===== src/rtl/l2_cache_control.sv =====
// ---------------------------------------------------------------------------
// l2_cache_control
//   Control FSM for the unified N-way L2 cache datapath sitting below the
//   I/D arbiter. It takes one read/write request at a time and resolves
//   hit/miss. On a miss it writes back a dirty victim and allocates the line
//   from physical memory. It drives every datapath load/select strobe and
//   keeps saturating hit and miss counters.
//
// Ports
//   clk, rst_n                 clock, synchronous active-low reset
//   mem_read, mem_write        arbiter request (held until mem_resp)
//   mem_resp                   request complete, 1-cycle pulse
//   hit, hit_way               datapath tag match and matching way
//   lru_way                    current LRU way from the datapath
//   victim_dirty               valid&dirty of the way selected by way_sel
//   way_sel                    way addressed by load strobes / victim mux
//   load_data/tag/valid/dirty  datapath array write strobes
//   dirty_in                   value written on load_dirty
//   load_lru                   mark way_sel most-recently-used
//   data_in_sel                0 = merged upstream wdata, 1 = pmem_rdata
//   pmem_addr_sel              0 = request address, 1 = {victim tag, index}
//   pmem_read, pmem_write      physical memory request (held until pmem_resp)
//   pmem_resp                  physical memory done, 1-cycle pulse
//   hit_count, miss_count      saturating event counters
// ---------------------------------------------------------------------------
module l2_cache_control #(
  parameter int WAYS  = 2,
  parameter int CNT_W = 16,
  localparam int WW   = (WAYS > 2) ? $clog2(WAYS) : 1
) (
  input  logic             clk,
  input  logic             rst_n,
  input  logic             mem_read,
  input  logic             mem_write,
  output logic             mem_resp,
  input  logic             hit,
  input  logic [WW-1:0]    hit_way,
  input  logic [WW-1:0]    lru_way,
  input  logic             victim_dirty,
  output logic [WW-1:0]    way_sel,
  output logic             load_data,
  output logic             load_tag,
  output logic             load_valid,
  output logic             load_dirty,
  output logic             dirty_in,
  output logic             load_lru,
  output logic             data_in_sel,
  output logic             pmem_addr_sel,
  output logic             pmem_read,
  output logic             pmem_write,
  input  logic             pmem_resp,
  output logic [CNT_W-1:0] hit_count,
  output logic [CNT_W-1:0] miss_count
);

  localparam logic [1:0] IDLE      = 2'd0;
  localparam logic [1:0] CHECK     = 2'd1;
  localparam logic [1:0] WRITEBACK = 2'd2;
  localparam logic [1:0] ALLOCATE  = 2'd3;

  logic [1:0]       state_reg, state_next;
  logic [WW-1:0]    victim_reg;
  // Set when CHECK is entered straight from a line fill, so the re-check is
  // counted neither as a hit nor as a second miss.
  logic             refill_reg;
  logic [CNT_W-1:0] hit_count_reg, miss_count_reg;

  logic req;
  logic check_hit, check_miss;

  assign req        = mem_read | mem_write;
  assign check_hit  = (state_reg == CHECK) && req && hit;
  assign check_miss = (state_reg == CHECK) && req && !hit;

  always_comb begin
    state_next    = state_reg;
    mem_resp      = 1'b0;
    way_sel       = victim_reg;
    load_data     = 1'b0;
    load_tag      = 1'b0;
    load_valid    = 1'b0;
    load_dirty    = 1'b0;
    dirty_in      = 1'b0;
    load_lru      = 1'b0;
    data_in_sel   = 1'b0;
    pmem_addr_sel = 1'b0;
    pmem_read     = 1'b0;
    pmem_write    = 1'b0;
    case (state_reg)
      IDLE: begin
        // Outputs stay zero here, so the block is quiet out of reset.
        if (req) state_next = CHECK;
      end
      CHECK: begin
        if (!req) begin
          // Request withdrawn while a miss was being serviced.
          state_next = IDLE;
        end else if (hit) begin
          mem_resp = 1'b1;
          way_sel  = hit_way;
          load_lru = 1'b1;
          // A simultaneous read+write is handled as a write.
          if (mem_write) begin
            load_data  = 1'b1;
            load_dirty = 1'b1;
            dirty_in   = 1'b1;
          end
          state_next = IDLE;
        end else begin
          // victim_dirty reflects way_sel, so point it at the LRU way now.
          way_sel    = lru_way;
          state_next = victim_dirty ? WRITEBACK : ALLOCATE;
        end
      end
      WRITEBACK: begin
        pmem_write    = 1'b1;
        pmem_addr_sel = 1'b1;
        if (pmem_resp) state_next = ALLOCATE;
      end
      ALLOCATE: begin
        pmem_read = 1'b1;
        if (pmem_resp) begin
          data_in_sel = 1'b1;
          load_data   = 1'b1;
          load_tag    = 1'b1;
          load_valid  = 1'b1;
          load_dirty  = 1'b1;
          state_next  = CHECK;
        end
      end
      default: state_next = IDLE;
    endcase
  end

  always_ff @(posedge clk) begin
    if (!rst_n) begin
      state_reg      <= IDLE;
      victim_reg     <= '0;
      refill_reg     <= 1'b0;
      hit_count_reg  <= '0;
      miss_count_reg <= '0;
    end else begin
      state_reg <= state_next;
      // Latch the victim once so LRU traffic during the miss cannot move it.
      if (check_miss) victim_reg <= lru_way;
      if (state_reg == ALLOCATE && pmem_resp)
        refill_reg <= 1'b1;
      else if (state_reg == CHECK)
        refill_reg <= 1'b0;
      if (check_hit && !refill_reg && hit_count_reg != {CNT_W{1'b1}})
        hit_count_reg <= hit_count_reg + 1'b1;
      if (check_miss && !refill_reg && miss_count_reg != {CNT_W{1'b1}})
        miss_count_reg <= miss_count_reg + 1'b1;
    end
  end

  assign hit_count  = hit_count_reg;
  assign miss_count = miss_count_reg;

endmodule


===== config.mk =====
export PLATFORM = sky130hd
export DESIGN_NAME = l2_cache_control
export DESIGN_NICKNAME = d
export VERILOG_FILES = /design/src/rtl/l2_cache_control.sv
export SDC_FILE = /design/constraint.sdc
export NUM_CORES = 1
export LEC_CHECK = 0
export CAP_MARGIN = 20
export CORE_MARGIN = 4
export CORE_UTILIZATION = 25
export CTS_BUF_LIST = sky130_fd_sc_hd__clkbuf_4
export CTS_CLUSTER_SIZE = 8
export DETAILED_ROUTE_END_ITERATION = 16
export SYNTH_ARGS = -nofsm -noshare
export SYNTH_HDL_FRONTEND = slang
export SYNTH_SLANG_ARGS = --single-unit

===== constraint.sdc =====
create_clock -name clk -period 2.7 [get_ports clk]
set_clock_uncertainty 0.2 [all_clocks]
set_input_delay 0.81 -clock clk [delete_from_list [all_inputs] [get_ports clk]]
set_output_delay 0.81 -clock clk [all_outputs]
set_load 0.02 [all_outputs]

After elaboration in Yosys (flattened, before gate mapping)
Cells that the tools add are included. W data, S select, Z words.

Add/subtract/negate cells: 2. Muxes and demuxes: 24. Bitwise operators: 1. Eq/ne operators: 8. Reductions and logical operators: 13.

Operators with widths (count): $add A16 B1 Y16 const B (2); $ne A16 B16 Y1 const B (2); $mux W1 (17); $mux W2 (5); $logic_and A1 B1 Y1 (8); $pmux W2 S4 (1); $ne A2 B2 Y1 const B (3); $eq A2 B2 Y1 const B (2); $reduce_and A3 Y1 (1); $eq A2 B1 Y1 const B (1); $logic_not A1 Y1 (2); $logic_not A2 Y1 (1); $pmux W1 S2 (1); $reduce_bool A2 Y1 (1); $or A1 B1 Y1 (1).

Register bits: 36. Logic and storage cells: 53.

Longest topological paths before layout
Depth in word-level cells: 5. Depth in mapped cells: 9. Depth with buffers taken out: 6.

Least setup slack after synthesis
No wires, ideal clock.

Path type: input -> output. From: in hit. To: out load_dirty. Slack: -0.015 ns. Data arrival time: 1.705 ns. Path buffers: 2. Data required time: 1.690 ns. Stages: 4. Cell sequence: buf_2 > and3_1 > or2_2 > buf_4.

Longest elaborated chain between the ends: 3.

Ends and longest elaborated chain: start: declaration (RTL line 36) `input logic hit,`; $mux W1 (2 in a row); $pmux W1 S2; end: declaration (RTL line 44) `output logic load_dirty,`.

Every way passes these cells.

Worst setup path in the final report
From: in hit. To: out load_dirty.

Longest elaborated chain between the ends: 3.

Ends and longest elaborated chain: $mux W1 (RTL line 98) `end else if (hit) begin`; $mux W1 (RTL line 95) `if (!req) begin`; $pmux W1 S2 (RTL line 89) `case (state_reg)`.

Every way passes these cells.

==> results by group <==
Global route
  • Aggregate global routing overflow: 0
  • Number of antenna violations at the first check in global routing: 0
  • Wire length of the first global-routing pass: 9.087 mm
  • Maximum number of pins on one net before global-route repair: 24
  • Vias in the first global route: 1890
  • All-layer global routing usage: 11.28%

Route
  • Via total after detailed routing: 2127
  • Drt first-iter violations: 85
  • Routed len/inst: 13.49 µm
  • Remaining DRCs: 0
  • Drt pass-1 iters: 4
  • Remaining number of nets flagged by the antenna check after routing: 0
  • Via density per instance: 5.150
  • Detailed-route wire length: 5.572 mm

Power
  • Power Dens Cells: 383.1 nW/µm²
  • Static power due to leakage: 0.9858 nW
  • Worst IR drop on VDD: 0.1495 mV

Yosys
  • Sequential-to-total area share from yosys stat: 35.02%
  • Yosys warnings: 0
  • Total of flip-flops plus latches after synthesis: 36
  • Async SR Flop Fraction: 0%
  • Gate count after technology mapping: 247
  • Mean Syn Cell Area: 8.333 µm²
  • Cell area after synthesis: 2058 µm²
  • Count of cell types in the netlist: 37
  • Post-synthesis net count: 263
  • Number of enable flip-flop cells after synthesis: 0
  • Predominant post-synthesis flop cell: dfxtp_1

Die
  • Core box area: 7848 µm²
  • I/O pin count: 53
  • Width of the die: 98.74 µm
  • Die footprint: 9749 µm²
  • Initial cell density of the core: 26.23%
  • Standard-cell row count: 32
  • Die H: 98.74 µm

Critical path
  • Crit path max-delay cell type: dlygate4sd2_1
  • Critical Path Source Type: input port
  • Maximum fanout along the worst path: 4
  • Ordered cell list for the critical path: dlygate4sd2_1 -> and3_4 -> or2_4 -> buf_6
  • Worst path top cell family by delay: buffers and inverters
  • Arrival @ worst endpoint: 1660 ps
  • Type of the worst setup path: input port to primary output
  • Required time of the critical path: 1690 ps
  • CP endpoint kind: primary output
  • Number of buffers and inverters on the critical path: 2
  • Largest stage delay, worst path: 300 ps

Placed design
  • Dpl ws: -640.9 ps
  • Final weighted congestion in routability-driven placement: 0.8817
  • Port Buf Inserts: 52
  • Post-DP HPWL: 4.041 mm

STA
  • Worst Tran Pin Value: 645.6 ps
  • Count of pins over their slew limit: 0
  • Aggregate negative setup slack: 0 ps
  • WHS: 301.4 ps
  • Achievable clock frequency: 0.3746 GHz
  • Least setup slack across all paths after layout: 30.68 ps
  • Number of failing setup endpoints in the final timing report: 0
  • Final critical-path required period: 2669 ps
  • Unrepaired setup endpoints after global routing: false
  • Number of hold violations in the final report: 0
  • Max-slew headroom at the worst pin: 56.56%
  • Final worst path period share: 98.86%

Finish
  • Antenna cell count: 0
  • Sequential Area: 721.9 µm²
  • Layout Area Growth over Synthesis: 37.33%
  • Final layout net count: 326
  • Count of fill cells added during filler insertion: 862
  • Area of the multi-input gates: 1212 µm²
  • Proportion of layout cells with a drive suffix above 1: 13.18%

CTS
  • Cell at the root of the clock tree: clkbuf_4
  • Total clock buffers created by CTS: 5
  • Clock tree from TritonCTS: built
  • Post-CTS Hold Buffers: 0
  • Reg clk slew, reported paths: 120 ps
  • Source-to-sink clock delay at the later pin of the worst-skew pair: 350 ps
  • Sink count of the clock tree: 36
  • Number of buffers on the longest clock path: 2
  • Depth of the CTS H-tree: 2

Flow run
  • Max-cap check violation count: 0

Min path
  • Classification of the worst-slack hold path: flip-flop to flip-flop

Status
  • Run status: finished, final reports clean
-- cell type report --
class	instances	share of cell area (%)
Multi-Input combinational cell	186	42.89
Sequential cell	36	25.54
Timing Repair Buffer	71	22.89
Tap cell	102	4.515
Clock buffer	6	1.594
Inverter	10	1.328
Clock inverter	2	1.239
-- synthesized netlist by cell type (all sizes together) (6+ instances only) --
library cell	instances	share of area, %
a21oi	29	7.1
and3	7	2.1
buf	11	4.0
dfxtp	36	35
ha	7	4.3
inv	9	1.6
mux2i	6	2.9
nand2	21	3.8
nand2b	7	2.1
nand3	7	1.7
nand4	12	3.6
nor4	8	3.2
o21ai	13	3.3
o31ai	17	6.2
or3	8	2.4
or4	16	5.8
-- tightest hold or removal path: stages, from the launching register on --
cell     delay [ps]
dfxtp_1         330
o21ai_0          70
a21oi_1          70
-- per-layer routing --
metal / GRT usage, % / wire, µm
met3: 2.477 / 271
met2: 16.90 / 2436
met4: 3.782 / 83
met5: 0 / 0
met1: 16.01 / 2781
-- repair_timing --
action,4_1_cts,5_1_grt
endpoints found under the hold margin,0,0
endpoints found under the setup margin,11,6
gates resized for setup,38,8
pin swaps,2,0
buffers inserted,1,0
-- placed cells by master (no fill, tap or decap), drive strengths merged, types with 8 or more instances in the layout --
cell,n
clkdlybuf4s50,36
or4,16
nand4,12
o31ai,17
buf,24
nor4,8
or3,8
dfxtp,36
nand2,21
a21oi,29
o21ai,13
inv,9
-- report_power, final --
group          internal, mW  switching, mW
clock network         0.204          0.195
logic                0.0613         0.0763
registers             0.538        0.00807
total                 0.803          0.279
-- metrics by stage --
| stage | instances | power [mW] | cell area [µm²] | util, % |
|---|---|---|---|---|
| 2_1_floorplan | 247 | 0.6370 | 2061 | - |
| 3_3_place_gp | 404 | 0.6959 | 2746 | 35.00 |
| 3_5_place_dp | 404 | 0.6979 | 2746 | 35.00 |
| 4_1_cts | 413 | 1.099 | 2816 | 35.89 |
| 5_1_grt | 413 | 1.133 | 2826 | 36.02 |
| 6_report | 413 | 1.083 | 2826 | 36.02 |
-- path summary, 6_finish.rpt --
| path | start | to | slack (ps) | depth (start not counted) |
|---|---|---|---|---|
| setup / recovery | hit | load_dirty | 30 | 4 |
| hold / removal | victim_reg | victim_reg | 300 | 2 |
| setup reg to reg | state_reg[1] | miss_count[12] | 400 | 8 |
| hold reg to reg | victim_reg | victim_reg | 300 | 2 |
-- logic make-up (layout without fill, tap and decap cells) --
| kind of cell | count (synthesis) | after routing | share of synthesized area (%) |
|---|---|---|---|
| and+or+nand+nor | 104 | 104 | 30.64 |
| AOI/OAI and AO/OA | 69 | 69 | 20.61 |
| DFF | 36 | 36 | 35.02 |
| buffers and inverters | 25 | 89 | 6.564 |
| adders and majority gates | 7 | 7 | 4.255 |
| muxes | 6 | 6 | 2.918 |
Note: power is estimated with default switching activity, not from simulation.
==> patch 1: new RTL, config.mk and constraints unchanged <==
Register the output `load_lru`, with the module's reset; this adds one clock of latency there. The other outputs are not delayed to match.
--- a/src/rtl/l2_cache_control.sv
+++ b/src/rtl/l2_cache_control.sv
@@ -59,4 +59,6 @@
   localparam logic [1:0] ALLOCATE  = 2'd3;
 
+  logic load_lru_d;
+
   logic [1:0]       state_reg, state_next;
   logic [WW-1:0]    victim_reg;
@@ -82,5 +84,5 @@
     load_dirty    = 1'b0;
     dirty_in      = 1'b0;
-    load_lru      = 1'b0;
+    load_lru_d    = 1'b0;
     data_in_sel   = 1'b0;
     pmem_addr_sel = 1'b0;
@@ -99,5 +101,5 @@
           mem_resp = 1'b1;
           way_sel  = hit_way;
-          load_lru = 1'b1;
+          load_lru_d = 1'b1;
           // A simultaneous read+write is handled as a write.
           if (mem_write) begin
@@ -158,4 +160,12 @@
   assign miss_count = miss_count_reg;
 
+  always_ff @(posedge clk) begin
+    if (!rst_n) begin
+      load_lru <= '0;
+    end else begin
+      load_lru <= load_lru_d;
+    end
+  end
+
 endmodule
 
Check against the original RTL: not equivalent (a bounded check fails within 4 cycles, from zero or initial values and one cycle with rst_n low).
==> patch 1 against the original RTL <==
Routed wire length up 4.4%. Setup slack worse by 0.0043 ns. Sequential cell count up 1. Highest routed layer unchanged. Global-route usage up 0.62 points. Cell area up 3.7%. Power up 0.87%. Count of clock-buffer cells in the layout down 1. Cell count up 2.9%. Largest power group unchanged. Area after synthesis up 1.2%. Register-to-register slack better by 0.02 ns. Sequential power up 3%.
==> patch 1: results (changes against the original RTL) <==
| Metric | Value |
|---|---|
| Initial DRC Count | `90 (+5.9%)` |
| Hold Path Stages | `2 (unchanged)` |
| XOR/XNOR Fraction of Synth Area | `0% (unchanged)` |
| Max IR drop VDD | `0.264 mV (+76%)` |
| Worst hold margin | `0.281 ns (-0.0204 ns)` |
| Largest net degree at the start of global routing | `27 (+13%)` |
| Syn. warnings | `0 (unchanged)` |
| Clock Tree Buf Depth | `2 (unchanged)` |
| GPL Wtd Cong | `0.819 (-7.2%)` |
| Layout area overhead | `40.7%` |
| Post-synthesis adder-cell area fraction | `4.20% (-0.051 points)` |
| Worst Path Arrival | `1.66 ns (about the same)` |
| Ranking of synthesized cells by area | `dfxtp_1 36%, mux2i_1 5.8%, a21oi_1 5.3%` |
| Fin. max-slew vios | `0 (unchanged)` |
| Placed insts | `415 (+2.7%)` |
| First-pass GRT wire length | `9800 µm (+7.8%)` |
| FF-to-FF Start | `state_reg[1]$_SDFFE_PN0P_` |
| Slew headroom | `48.6% (-8.0 points)` |
| CTS Buf Count | `5 (unchanged)` |
| Run status | `completed` |
| Post-Syn Instances | `251 (+1.6%)` |
| Critical path fanouts, max | `3 (-1)` |
| Worst skew pair latency | `0.35 ns (about the same)` |
| Clock Pin Slew Worst Setup and Hold Paths | `0.12 ns (about the same)` |
| Commonest cells post-synth | `37 x dfxtp_1, 26 x nand2_1, 22 x a21oi_1` |
| Synth unique cells | `38 (+2.7%)` |
| Wirelength per Cell | `13.7 µm (+1.4%)` |
| H-tree depth | `2 (unchanged)` |
| Die Wd | `99.3 µm (+0.56%)` |
| Min-delay worst type | `flop to flop` |
| Root Buffer | `clkbuf_4` |
| Worst Hold End | `state_reg[1]$_SDFFE_PN0P_` |
| Mux share of post-synthesis cell area | `5.77% (+2.8 points)` |
| Dpl ws | `-0.714 ns (-0.0732 ns)` |
| Filler cells | `852 (-1.2%)` |
| Syn Nets | `267 (+1.5%)` |
| Register area share after synthesis | `35.6% (+0.54 points)` |
| Cell Area, Placed | `2820 µm² (+2.6%)` |
| HP Start | `state_reg[1]$_SDFFE_PN0P_` |
| Fraction of layout cells with a size suffix above 1 | `14.1% (+0.88 points)` |
| Post-synth ARST share | `0% (unchanged)` |
| ANT cells | `0 (unchanged)` |
| Vias in the first global route | `2062 (+9.1%)` |
| Worst r2r path cells | `6 (-2)` |
| Finished Layout Cells | `425 (+2.9%)` |
| Final net count | `335 (+2.8%)` |
| Via Count | `2164 (+1.7%)` |
| Tot GR Track Use | `11.9% (+0.62 points)` |
| Reg2reg setup slack | `0.42 ns (+0.02 ns)` |
| HPWL Detailed | `4260 µm (+5.4%)` |
| Lkg Pwr | `0.989 nW (+0.34%)` |
| IO buf count | `52 (unchanged)` |
| Capturing point of the worst reg2reg path | `miss_count[6]$_SDFFE_PN0P_` |
| Initial antenna violation count | `0 (unchanged)` |
| Compound-Gate Fraction of Synth Area | `16.0% (-4.6 points)` |
| 1st-pass router iterations | `4 (unchanged)` |
-- patch 1: cell count changes in the layout (fill, tap and decap cells not counted), moves of 5 or more --
| cell | delta |
|---|---|
| o21ai_0 | -6 |
| nand2b_1 | +5 |
| a21oi_1 | -7 |
| mux2i_1 | +6 |
-- patch 1: worst max path at each step --
stage	start	to	slack, ns	cells after the start
global route	mem_read	mem_resp	-0.001	4
finish	mem_read	mem_resp	0.03	4
floorplan	hit	load_dirty	0.07	4
detailed placement	mem_write	way_sel	-0.71	6
CTS	mem_read	way_sel	0.002	6
global placement	mem_write	way_sel	-0.69	6
-- patch 1: final cells by class --
cell class / instances / area share [%]
Multi-Input combinational cell: 189 / 42.8
Sequential cell: 37 / 25.3
Inverter: 12 / 1.54
Tap cell: 105 / 4.48
Timing Repair Buffer: 74 / 23.2
Clock inverter: 3 / 1.41
Clock buffer: 5 / 1.28
-- patch 1: power by group --
part	internal, mW	switching [mW]	total [mW]	leakage (nW)
registers	0.553	0.00774	0.561	0.299
clock network	0.192	0.196	0.388	0.0389
logic	0.0669	0.0764	0.143	0.651
-- patch 1: kinds of logic after synthesis --
family	after synthesis
muxes	12
adders and majority gates	7
buffers and inverters	25
DFF	37
and+or+nand+nor	118
AOI/OAI and AO/OA	52
-- patch 1: metal layers --
metal / vias to the layer above / track usage, % / part of all wire [%]
met3: 6 / 3.65 / 6.3
met4: 0 / 3.47 / 0.96
met5: - / 0 / 0
met1: 1012 / 15.2 / 47
met2: 59 / 19.4 / 46
li1: 1087 / - / -
-- patch 1: worst max-delay path: stages --
cell,delay [ns]
dlygate4sd2_1,0.25
or2_4,0.25
and3_4,0.20
buf_4,0.15
-- patch 1: what timing repair did --
action                     CTS  global route
gates resized for setup     43             8
pin swaps                    4             1
setup endpoints to repair   10             5
buffers inserted             2             0
==> patch 2: new RTL, same settings <==
Made on the original files. `CNT_W`: 16 -> 32.
--- a/src/rtl/l2_cache_control.sv
+++ b/src/rtl/l2_cache_control.sv
@@ -26,5 +26,5 @@
 module l2_cache_control #(
   parameter int WAYS  = 2,
-  parameter int CNT_W = 16,
+  parameter int CNT_W = 32,
   localparam int WW   = (WAYS > 2) ? $clog2(WAYS) : 1
 ) (
Ports: changed (resized hit_count and miss_count); port bits go from 53 to 85. No check against the original RTL was run, so the function may have changed too.
==> patch 2 against the original RTL <==
Routed wire length grew 93%. Cell area grew 77%. Die area grew 74%. Sequential share of layout area grew 1.7 points. Global-route usage grew 1.3 points. Power grew 68%. First-iteration DRC count grew to 3.4 times the old value. Setup slack gained 0.018 ns. Area after synthesis grew 81%. Register-to-register slack lost 0.11 ns. Sequential cell count grew 32. Critical endpoint unchanged.
==> patch 2: results (changes against the original RTL) <==
| Metric | Value |
|---|---|
| Run status | `completed` |
| Placed insts | `713 (+76%)` |
| GPL Wtd Cong | `0.786 (-11%)` |
| Met1 Use GR | `16.5% (+0.50 points)` |
| Ranking of synthesized cells by area | `dfxtp_1 37%, a21oi_1 7.7%, o31ai_1 6.0%` |
| Lkg Pwr | `1.62 nW (+65%)` |
| Dpl ws | `-0.591 ns (+0.0502 ns)` |
| Cell Area, Synth | `3730 µm² (+81%)` |
| CTS Buf Count | `9 (+4)` |
| XOR/XNOR Fraction of Synth Area | `0.235% (+0.23 points)` |
| DR WL met2 | `5010 µm (+110%)` |
| Cell Area, Placed | `4880 µm² (+78%)` |
| Compound-Gate Fraction of Synth Area | `19.9% (-0.70 points)` |
| Worst hold margin | `0.290 ns (-0.0117 ns)` |
| Fraction of layout cells with a size suffix above 1 | `12.1% (-1.1 points)` |
| Reg2reg setup slack | `0.29 ns (-0.11 ns)` |
| Worst Tran Pin Value | `0.492 ns (-0.154 ns)` |
| Slowest cell on the critical path | `clkdlybuf4s15_1` |
| Max IR drop VDD | `0.196 mV (+31%)` |
| Grt met3 use | `3.32% (+0.84 points)` |
| Initial antenna violation count | `1 (+1)` |
| HPWL Detailed | `7800 µm (+93%)` |
| H-tree depth | `3 (+1)` |
| 1st-pass router iterations | `5 (+1)` |
| IO buf count | `84 (+62%)` |
| DRT Wirelength | `10800 µm (+93%)` |
| Initial DRC Count | `285 (+240%)` |
| PnR worst setup slack | `0.0485 ns (+0.0178 ns)` |
| Syn Area/Cell | `8.32 µm² (-0.16%)` |
-- patch 2: cell type report --
type                            instances  area [µm²]  share of cell area, %
Antenna cell                            1        2.50                 0.0501
Timing Repair Buffer                  113        1070                   21.3
Multi-Input combinational cell        340        2180                   43.7
Clock inverter                          6        56.3                   1.13
Sequential cell                        68        1360                   27.3
Tap cell                              184         230                   4.61
Inverter                                8        30.0                  0.601
Clock buffer                            9        67.6                   1.35
-- patch 2: path summary, 6_finish.rpt --
path,depth (start not counted),end,from
setup / recovery,4,load_dirty,hit
hold / removal,2,victim_reg$_SDFFE_PN0P_,victim_reg$_SDFFE_PN0P_
setup reg to reg,7,miss_count[16]$_SDFFE_PN0P_,miss_count[0]$_SDFFE_PN0P_
hold reg to reg,2,victim_reg$_SDFFE_PN0P_,victim_reg$_SDFFE_PN0P_
-- patch 2: report_power, final --
group	internal (mW)	switching, mW	total, mW	leakage [nW]
Clock	0.270	0.373	0.643	0.0690
Sequential	1.01	0.00918	1.02	0.549
Combinational	0.0700	0.0914	0.161	1.01
